[config.mk]
export PLATFORM = sky130hd
export DESIGN_NAME = imem_loader
export DESIGN_NICKNAME = d
export VERILOG_FILES = /design/src/rtl/imem_loader.sv
export SDC_FILE = /design/constraint.sdc
export NUM_CORES = 1
export LEC_CHECK = 0
export CAP_MARGIN = 20
export CORE_MARGIN = 4
export CORE_UTILIZATION = 60
export CTS_BUF_LIST = sky130_fd_sc_hd__clkbuf_4 sky130_fd_sc_hd__clkbuf_8
export DETAILED_ROUTE_END_ITERATION = 6
export GPL_ROUTABILITY_DRIVEN = 0
export MAX_ROUTING_LAYER = met4
export PLACE_DENSITY_LB_ADDON = 0.05
export SLEW_MARGIN = 40
export SYNTH_ARGS = -nofsm -noshare
export SYNTH_HDL_FRONTEND = slang
export SYNTH_SLANG_ARGS = --single-unit
[constraint.sdc]
create_clock -name clk -period 4.4 [get_ports clk]
set_clock_uncertainty 0.15 [all_clocks]
set_input_delay 0.66 -clock clk [delete_from_list [all_inputs] [get_ports clk]]
set_output_delay 0.66 -clock clk [all_outputs]
set_load 0.01 [all_outputs]
[src/rtl/imem_loader.sv]
// imem_loader: boot-time program loader for the instruction memory.
//
// Receives a byte stream over a valid/ready handshake, assembles little-endian
// 32-bit words and writes them to consecutive word addresses starting at 0.
// The core is held in reset until the complete image has been stored.
//
// Stream: 2-byte word count N (low byte first), then N*4 payload bytes, and,
// when IMEM_LOADER_CKSUM_EN is defined, one trailing byte holding the XOR of
// all payload bytes.
//
// Optional feature macro: IMEM_LOADER_CKSUM_EN (trailing checksum byte).
//
// Ports:
//   clk       clock, rising edge
//   rst       asynchronous reset, active low
//   in_valid  stream byte valid
//   in_data   stream byte
//   in_ready  loader can accept a byte (decoded from state)
//   reload    single-cycle restart request, honoured in DONE or ERR only
//   im_we     instruction-memory write strobe, one cycle per word
//   im_addr   instruction-memory word address
//   im_wdata  instruction-memory write data
//   cpu_rst   active-high core reset, released once the load completes
//   done      image loaded and core released
//   err       load rejected, core stays in reset
module imem_loader #(
    parameter int unsigned ADDR_W = 10
) (
    input  logic              clk,
    input  logic              rst,
    input  logic              in_valid,
    input  logic [7:0]        in_data,
    output logic              in_ready,
    input  logic              reload,
    output logic              im_we,
    output logic [ADDR_W-1:0] im_addr,
    output logic [31:0]       im_wdata,
    output logic              cpu_rst,
    output logic              done,
    output logic              err
);

    typedef enum logic [2:0] {
        StHdr0,
        StHdr1,
        StData,
`ifdef IMEM_LOADER_CKSUM_EN
        StCksum,
`endif
        StFlush,
        StDone,
        StErr
    } state_e;

    // State entered once the payload (possibly empty) has been consumed.
`ifdef IMEM_LOADER_CKSUM_EN
    localparam state_e StAfterPayload = StCksum;
`else
    localparam state_e StAfterPayload = StFlush;
`endif

    // Capacity in words; 17 bits so it can be compared with any 16-bit count.
    localparam logic [16:0] MaxWords = 17'(1) << ADDR_W;

    state_e          state;
    logic [15:0]     count;
    // One bit wider than the address so a full-capacity image does not wrap.
    logic [ADDR_W:0] word_idx;
    logic [1:0]      byte_cnt;
    logic [23:0]     asm_word;
`ifdef IMEM_LOADER_CKSUM_EN
    logic [7:0]      cksum;
`endif

    logic            accept;
    logic [16:0]     hdr_count;
    logic [ADDR_W:0] word_idx_nxt;
    logic            last_word;

    assign accept       = in_valid && in_ready;
    assign hdr_count    = {1'b0, in_data, count[7:0]};
    assign word_idx_nxt = word_idx + (ADDR_W + 1)'(1);
    assign last_word    = (17'(word_idx_nxt) == {1'b0, count});

    always_comb begin
        in_ready = 1'b0;
        case (state)
            StHdr0, StHdr1, StData: in_ready = 1'b1;
`ifdef IMEM_LOADER_CKSUM_EN
            StCksum:                in_ready = 1'b1;
`endif
            default:                in_ready = 1'b0;
        endcase
    end

    always_ff @(posedge clk or negedge rst) begin
        if (!rst) begin
            state    <= StHdr0;
            count    <= '0;
            word_idx <= '0;
            byte_cnt <= '0;
            asm_word <= '0;
`ifdef IMEM_LOADER_CKSUM_EN
            cksum    <= '0;
`endif
            im_we    <= 1'b0;
            im_addr  <= '0;
            im_wdata <= '0;
            cpu_rst  <= 1'b1;
            done     <= 1'b0;
            err      <= 1'b0;
        end else begin
            // Write strobe is a single-cycle pulse.
            im_we <= 1'b0;
            case (state)
                StHdr0: begin
                    if (accept) begin
                        count[7:0] <= in_data;
                        state      <= StHdr1;
                    end
                end
                StHdr1: begin
                    if (accept) begin
                        count[15:8] <= in_data;
                        if (hdr_count > MaxWords) begin
                            state <= StErr;
                            err   <= 1'b1;
                        end else if (hdr_count == 17'd0) begin
                            state <= StAfterPayload;
                        end else begin
                            state <= StData;
                        end
                    end
                end
                StData: begin
                    if (accept) begin
`ifdef IMEM_LOADER_CKSUM_EN
                        cksum <= cksum ^ in_data;
`endif
                        byte_cnt <= byte_cnt + 2'd1;
                        case (byte_cnt)
                            2'd0: asm_word[7:0]   <= in_data;
                            2'd1: asm_word[15:8]  <= in_data;
                            2'd2: asm_word[23:16] <= in_data;
                            default: begin
                                im_wdata <= {in_data, asm_word};
                                im_addr  <= word_idx[ADDR_W-1:0];
                                im_we    <= 1'b1;
                                word_idx <= word_idx_nxt;
                                if (last_word) begin
                                    state <= StAfterPayload;
                                end
                            end
                        endcase
                    end
                end
`ifdef IMEM_LOADER_CKSUM_EN
                StCksum: begin
                    if (accept) begin
                        if (in_data == cksum) begin
                            state <= StFlush;
                        end else begin
                            state <= StErr;
                            err   <= 1'b1;
                        end
                    end
                end
`endif
                StFlush: begin
                    // Lets the final write strobe finish before the core is released.
                    state   <= StDone;
                    cpu_rst <= 1'b0;
                    done    <= 1'b1;
                end
                StDone, StErr: begin
                    if (reload) begin
                        state    <= StHdr0;
                        cpu_rst  <= 1'b1;
                        done     <= 1'b0;
                        err      <= 1'b0;
                        word_idx <= '0;
                        byte_cnt <= '0;
`ifdef IMEM_LOADER_CKSUM_EN
                        cksum    <= '0;
`endif
                    end
                end
                default: state <= StHdr0;
            endcase
        end
    end

endmodule

---- Word level (Yosys, flattened, before mapping) ----
Index checks and enable logic that the tools add are counted.
cells by class
  multiplexer cells ....................... 27
  $lt $le $gt $ge ......................... 1
  eq/ne operators ......................... 15
  reduce and logical (&&, ||, !) cells .... 21
  add/subtract/negate cells ............... 2
  bitwise logic cells ..................... 1
operator list
  operator                                                          count
  two-way mux 11 bit                                                3
  one-hot mux 11 bit (2 select lines)                               1
  two-way mux 3 bit                                                 7
  logical NOT 17 bit                                                1
  equality test 11 x 16 -> 1 bit                                    1
  greater-than comparator 16 x 11 -> 1 bit (second input constant)  1
  one-hot mux 3 bit (5 select lines)                                1
  AND reduction 3 bit                                               5
  != test 2 bit (second input constant)                             7
  adder 11 x 1 -> 11 bit (second input constant)                    1
  two-way mux 1 bit                                                 9
  AND reduction 4 bit                                               2
  equality test 3 x 2 -> 1 bit (second input constant)              2
  equality test 3 bit (second input constant)                       2
  one-hot mux 1 bit (2 select lines)                                3
  AND reduction 2 bit                                               3
  AND reduction 6 bit                                               1
  nonzero test 2 bit                                                3
  OR reduction 3 bit                                                2
  two-way mux 2 bit                                                 2
  one-hot mux 2 bit (2 select lines)                                1
  equality test 3 x 1 -> 1 bit (second input constant)              1
  logical NOT 3 bit                                                 1
  adder 2 x 1 -> 2 bit (second input constant)                      1
  6 further kinds                                                   6
word-level totals
  logic and storage cells ................. 81
  register bits after elaboration ......... 102

---- Depth between registers and ports, before layout ----
Gate-level depths: netlist of run 1.
  depth after elaboration ................. 6
  gate-level depth with buffers ........... 8

---- Worst setup path after synthesis of run 1 ----
OpenSTA, ideal clock, no wires.
  kind .................................... input to register
  start ................................... input port in_valid
  end ..................................... register word_idx[9]
  stages on the path ...................... 8
  arrival time ............................ 1.677 ns
  setup time .............................. 0.132 ns
  path slack .............................. 2.441 ns
  buffers on the path ..................... 3
  cells stage by stage .................... and4bb_2 > buf_4 > nand2_1 > buf_4 > buf_2 > a31oi_1 > o21ai_0 > o31ai_1
between the ends
  word-level cells in the longest chain between the ends .. 3
RTL lines
  item                                  RTL line  source
  start, declared                       31        input logic in_valid,
  logical AND 1 bit                     80        assign accept = in_valid && in_ready;
  != test 2 bit (no source line)        --
  AND reduction 4 bit (no source line)  --
  end signal, assigned                  149       word_idx <= word_idx_nxt;
  end, declared                         68        logic [ADDR_W:0] word_idx;
No other way between the ends.
A chain may end at the register's enable or synchronous reset.

---- Worst setup path in the final report of run 1 ----
  start ................................... input port in_valid
  end ..................................... register word_idx[4]
The elaborated chain is that of the path after synthesis.

==> key figures, run 1 <==
Synth
  • Ys flop type: dfrtp_1
  • Post-Synthesis Cell Area: 4486 um2
  • Synth area leaders: dfrtp_1 (56%), mux2_2 (14%), nand2_1 (7.9%), o21ai_0 (2.6%), ha_1 (1.4%)
  • Post-Syn Area per Cell: 11.13 um2
  • Synth Net Count: 420
  • EDFF count, synth: 0
  • Synth top area share: 0.5635
  • Async SR Flop Fraction: 1.000
  • Synth Instances: 403
  • Dominant cell type by area after synthesis: dfrtp_1
  • Synth top cells by count: dfrtp_1 (101), nand2_1 (95), mux2_2 (57), o21ai_0 (23), nor2_1 (14)
  • Synth cell types: 50
  • Count leader, synth: dfrtp_1
  • Sequential fraction of the synthesis area: 0.5693
  • Seq cells post-synth: 102
  • Yosys Warn Count: 0

Drt
  • Final wirelength: 9154 um
  • Routed len/inst: 16.29 um
  • Vias/cell: 5.616
  • ANT nets after route: 0
  • Pre-antenna DRT Iters: 4
  • Residual DRC: 0
  • Via count: 3,156
  • Initial DRC count: 184

Die
  • CORE AREA: 7253 um2
  • # rows: 31
  • Starting Density: 0.6184
  • Die Span X: 94.47 um
  • Die span in y: 94.47 um
  • Die ar.: 8924 um2
  • I/O pins: 59

Worst setup path
  • CP required: 4.49 ns
  • Crit end category: flop
  • R2R depth: 7
  • Setup CP Type: input port to flop
  • CP startpoint kind: input port
  • CP arrival: 2.78 ns
  • CP Max Fanout: 56

Clock network
  • Post-CTS Hold Buffers: 0
  • Clock Latency Late Sink: 0.35 ns
  • Post-CTS Resized: 0
  • Clock buffer depth: 2
  • H-tree levels: 3
  • CTS sink count: 102
  • CTS tree: built
  • Post-CTS Setup Bufs: 0
  • Clock-pin slew on the worst setup and hold paths: 0.09 ns
  • Root Buffer: clkbuf_8
  • Total CTS buffers: 9

Global routing
  • Largest net degree at the start of global routing: 75
  • Vias in the first global route: 3,148
  • Initial antenna violation count: 0
  • Total GRT Usage: 0.2356
  • GR Util met3: 0.02709
  • Met1 usage: 0.3323
  • M2 GR Usage: 0.3570
  • First-pass GRT wire length: 15,630 um
  • GR peak layer: met2
  • Total gr overflow: 0

Timing
  • Worst setup margin: 1.710 ns
  • Fin crit share: 0.6113
  • F_max: 0.3718 GHz
  • Setup_tns: 0 ns
  • Final hold viol count: 0
  • Slew headroom: 0.5295
  • Slew of the pin with the lowest slew margin: 0.7026 ns
  • Slew Limit Fails: 0
  • Period minus WS final: 2.690 ns
  • RSZ-0062 raised after global routing: false
  • Setup violations, final: 0

Finish
  • Area growth syn-to-layout: 19.41%
  • Proportion of layout cells with a drive suffix above 1: 0.1922
  • Layout Utilization: 0.7385
  • Fillers: 541
  • Ant. Diodes: 0
  • Nets: 475

Status
  • Status: complete, no violations

Power and ir drop
  • Power Density: 456.5 nW/um2
  • Leak: 2.496 nW
  • Pwr Total: 2.445 mW
  • VDD IR-drop max: 335.5 uV

Placed design
  • Pre-CTS setup slack: 1.324 ns
  • Detailed Place HPWL: 6249 um
  • Number of buffers added on ports: 58

Hold path
  • Worst Hold Class: input port to async pin

Flow run
  • Number of max-cap violations: 0
-- layout make-up --
| cell class | count | area, um2 | area share |
|---|---|---|---|
| inverters | 9 | 33.78 | 0.006307 |
| multi-input cells | 275 | 1819 | 0.3396 |
| clock buffers | 11 | 138.9 | 0.02593 |
| clock inverters | 5 | 82.58 | 0.01542 |
| well taps | 99 | 123.9 | 0.02313 |
| flip-flops and latches | 102 | 2554 | 0.4768 |
| repair buffers | 61 | 604.3 | 0.1128 |
-- worst max-delay path: stages --
cell	delay [ns]
clkdlybuf4s50_1	0.53
and4bb_2	0.35
nand2_2	0.09
buf_4	0.50
nand2_1	0.25
inv_1	0.19
o21ai_0	0.11
o41ai_1	0.08
-- routing by layer --
layer / vias up / part of all wire
li1: 1492 / -
met1: 1580 / 0.47
met2: 77 / 0.48
met3: 7 / 0.041
met4: 0 / 0.012
met5: - / 0
-- report_power, final --
part / total (mW) / internal (mW) / switching [mW]
Combinational: 0.518 / 0.297 / 0.222
Sequential: 1.29 / 1.12 / 0.166
Clock: 0.642 / 0.336 / 0.306
Total: 2.45 / 1.75 / 0.693
-- flip-flops by register name (all words and copies together) (netlist names) --
signal / flops
state: 3
err: 1
byte_cnt: 2
cpu_rst: 1
count: 16
im_wdata: 32
word_idx: 11
im_we: 1
asm_word: 24
im_addr: 10
done: 1
-- path summary, 6_finish.rpt --
kind	startpoint	slack [ns]	endpoint
min in group clk	asm_word[10]	0.32	im_wdata[10]
hold reg to reg	asm_word[10]	0.32	im_wdata[10]
setup / recovery	in_valid	1.71	word_idx[4]
setup reg to reg	state[0]	1.91	word_idx[4]
max in group asynchronous	rst	3.11	im_addr[2]
hold / removal	rst	0.15	im_wdata[20]
-- cells in the final DEF (no fill, tap or decap), types with 3 or more instances in the layout --
master / count
dfrtp_1: 101
nand2_1: 94
mux2_2: 57
clkdlybuf4s50_1: 57
o21ai_0: 23
nor2_1: 14
a21oi_1: 11
clkbuf_8: 9
inv_1: 8
nand3_1: 7
xnor2_1: 7
nand4_1: 5
ha_1: 5
nor3_1: 4
nor2b_1: 4
xor2_1: 4
nor4_1: 3
o31ai_1: 3
buf_4: 3
-- logic make-up (layout without fill, tap and decap cells) --
logic type	after synthesis	after routing	synth area share
buffers and inverters	26	86	0.02566
DFF	102	102	0.5693
muxes	58	58	0.1453
adders and majority gates	5	5	0.01395
AOI/OAI and AO/OA	54	54	0.07504
and+or+nand+nor	147	147	0.1492
xor gates and xnor gates	11	11	0.02148
-- metrics by stage --
step	area (um2)	instances	hold slack (ns)
3_3_place_gp	5131	546	0.2937
4_1_cts	5356	562	0.1766
5_1_grt	5356	562	0.1882
6_report	5356	562	0.1521
2_1_floorplan	4486	403	0.2144
3_5_place_dp	5135	546	0.2996
No activity file was read; power rests on OpenSTA's default activity.
==> inputs of run 2 (changes only) <==
--- a/config.mk
+++ b/config.mk
@@ -7,7 +7,7 @@
 export LEC_CHECK = 0
 export CAP_MARGIN = 20
 export CORE_MARGIN = 4
-export CORE_UTILIZATION = 60
+export CORE_UTILIZATION = 51
 export CTS_BUF_LIST = sky130_fd_sc_hd__clkbuf_4 sky130_fd_sc_hd__clkbuf_8
 export DETAILED_ROUTE_END_ITERATION = 6
 export GPL_ROUTABILITY_DRIVEN = 0
==> constraint.sdc (replaced) <==
create_clock -name clk -period 2.4 [get_ports clk]
set_clock_uncertainty 0.15 [all_clocks]
set_input_delay 0.36 -clock clk [delete_from_list [all_inputs] [get_ports clk]]
set_output_delay 0.36 -clock clk [all_outputs]
set_load 0.01 [all_outputs]
==> run 2 against run 1 <==
  * Hold slack improved by 0.16 ns
  * Combinational power increased by 100%
  * Flip-flop and latch count unchanged
  * Critical path type is now flop to output pin
  * Largest cell class unchanged
  * Highest routed layer unchanged
==> key figures, run 2 (synthesis results as in run 1) <==
Finish
  • Nets: 499 (+5.1%)
  • Largest register by flop count: im_wdata
  • Most frequent cells in the layout: dfrtp_1 (101), nand2_1 (94), mux2_2 (57), clkdlybuf4s50_1 (57), buf_4 (25)
  • Proportion of layout cells with a drive suffix above 1: 0.2300 (+0.03775)
  • Largest regs: im_wdata: 32 flops, asm_word: 24 flops, count: 16 flops
  • Commonest non-fill, non-tap cell in the layout: dfrtp_1
  • Area growth syn-to-layout: 23.99%
  • Largest register FFs: 32 (unchanged)
  • Ant. Diodes: 0 (unchanged)
  • Fillers: 652 (+21%)

Power and ir drop
  • Leak: 2.618 nW (+4.9%)
  • VDD IR-drop max: 449.8 uV (+34%)
  • Pwr Total: 4.537 mW (+86%)
  • Power Density: 815.8 nW/um2 (+79%)

Timing
  • Setup violations, final: 0 (unchanged)
  • Slew headroom: 0.6746 (+0.1451)
  • Setup_tns: 0 ns (unchanged)
  • Fin crit share: 0.9251
  • F_max: 0.4504 GHz
  • Period minus WS final: 2.220 ns
  • RSZ-0062 raised after global routing: false
  • Slew Limit Fails: 0 (unchanged)
  • Slew of the pin with the lowest slew margin: 0.4881 ns (-0.2145 ns)
  • Final hold viol count: 0 (unchanged)

Die
  • Starting Density: 0.5352 (-0.08327)
  • I/O pins: 59 (unchanged)
  • Die Span X: 101.8 um (+7.7%)
  • CORE AREA: 8382 um2 (+16%)
  • Die ar.: 10,360 um2 (+16%)
  • Die span in y: 101.8 um (+7.7%)
  • # rows: 33 (+6.5%)

Clock network
  • CTS sink count: 102 (unchanged)
  • Post-CTS Resized: 0 (unchanged)
  • Clock-pin slew on the worst setup and hold paths: 0.10 ns (about the same)
  • Total CTS buffers: 9 (unchanged)
  • Clock Latency Late Sink: 0.36 ns (about the same)
  • Root Buffer: clkbuf_8
  • CTS tree: built
  • Clock buffer depth: 2 (unchanged)
  • H-tree levels: 3 (unchanged)

Worst setup path
  • Worst Setup SP: state[0]
  • FF-to-FF Start: word_idx[1]
  • Cells along the critical path: buf_4 > a21oi_1 > clkdlybuf4s50_1
  • Reg-to-reg slack, setup: 0.30 ns (-1.61 ns)
  • Worst path slowest cell: clkdlybuf4s50_1
  • CP required: 1.89 ns (-2.60 ns)
  • Max incr delay on CP: 0.55 ns (+0.02 ns)
  • R2R depth: 7 (unchanged)
  • Setup CP Type: flop to output pin
  • Crit end category: output pin
  • CP arrival: 1.71 ns (-1.07 ns)
  • CP startpoint kind: flop
  • Critical R2R Capture: state[0]
  • CP Max Fanout: 9 (-84%)

Drt
  • ANT nets after route: 0 (unchanged)
  • Via count: 3,251 (+3.0%)
  • Residual DRC: 0 (unchanged)
  • Routed len/inst: 17.08 um (+4.9%)
  • Vias/cell: 5.492 (-2.2%)
  • Initial DRC count: 154 (-16%)
  • Pre-antenna DRT Iters: 4 (unchanged)
  • Final wirelength: 10,110 um (+10%)

Global routing
  • Total GRT Usage: 0.2199 (-0.01568)
  • Initial antenna violation count: 0 (unchanged)
  • Total gr overflow: 0 (unchanged)
  • First-pass GRT wire length: 16,980 um (+8.7%)
  • Largest net degree at the start of global routing: 38 (-49%)
  • Vias in the first global route: 3,303 (+4.9%)

Hold path
  • Worst Hold Class: flop to flop
  • Hold wc startpoint: asm_word[9]
  • Hold path cells: 2
  • Hold path endpoint: im_wdata[9]

Placed design
  • Number of buffers added on ports: 58 (unchanged)
  • Detailed Place HPWL: 7156 um (+15%)

Flow run
  • Number of max-cap violations: 0 (unchanged)

Status
  • Status: complete, no violations
==> run 2: final cells by class <==
cell class / count / area [um2] / area share
clock buffer: 10 / 137.6 / 0.02475
clock inverter: 6 / 77.57 / 0.01395
inverter: 9 / 33.78 / 0.006074
multi-input combinational: 275 / 1819 / 0.3271
sequential: 102 / 2554 / 0.4592
tap: 105 / 131.4 / 0.02362
timing repair buffer: 85 / 808.3 / 0.1453
==> run 2: worst max-delay path by stage <==
| stage | to | slack, ns | cells past startpoint |
|---|---|---|---|
| after floorplan | state[0] | 0.48 | 7 |
| after global placement | state[0] | 0.03 | 7 |
| after detailed placement | state[0] | 0.02 | 7 |
| after CTS | in_ready | 0.15 | 3 |
| after global routing | in_ready | 0.1 | 3 |
| final | in_ready | 0.18 | 3 |
==> run 2: metrics by stage <==
| stage | util | setup WS (ns) | std cells | instance area (um2) | hold WS (ns) |
|---|---|---|---|---|---|
| 2_1_floorplan | - | 0.4757 | 403 | 4486 | -0.08559 |
| 3_3_place_gp | 0.6367 | 0.03187 | 575 | 5336 | 0.2036 |
| 3_5_place_dp | 0.6367 | 0.02000 | 575 | 5336 | 0.2078 |
| 4_1_cts | 0.6635 | 0.1513 | 592 | 5562 | 0.3205 |
| 5_1_grt | 0.6635 | 0.09784 | 592 | 5562 | 0.3542 |
| 6_report | 0.6635 | 0.1798 | 592 | 5562 | 0.3159 |
==> run 2: report_power, final <==
part	leakage (nW)	internal [mW]	total (mW)	switching, mW
combinational	1.14	0.597	1.06	0.459
clock	0.110	0.528	1.15	0.624
sequential	1.36	2.05	2.33	0.276
==> run 2: worst max-delay path: cells and delay by family, from the launching register on <==
| family | cells | cell delay [ns] |
|---|---|---|
| buffers and inverters | 2 | 0.75 |
| DFF | 1 | 0.47 |
| AOI/OAI and AO/OA | 1 | 0.14 |
==> run 2: routing by layer <==
layer  GRT usage  vias to the layer above  wire length [um]
li1            -                     1548                 -
met1      0.3119                     1601              4734
met2      0.3305                       95              4682
met3     0.03857                        7               605
met4     0.05521                        0                91
met5           -                        -                 0
==> run 2: repair_timing <==
| action | in CTS | in global routing |
|---|---|---|
| buffers inserted | 0 | 0 |
| hold buffers | 1 | 0 |
| hold endpoints to repair | 32 | 0 |
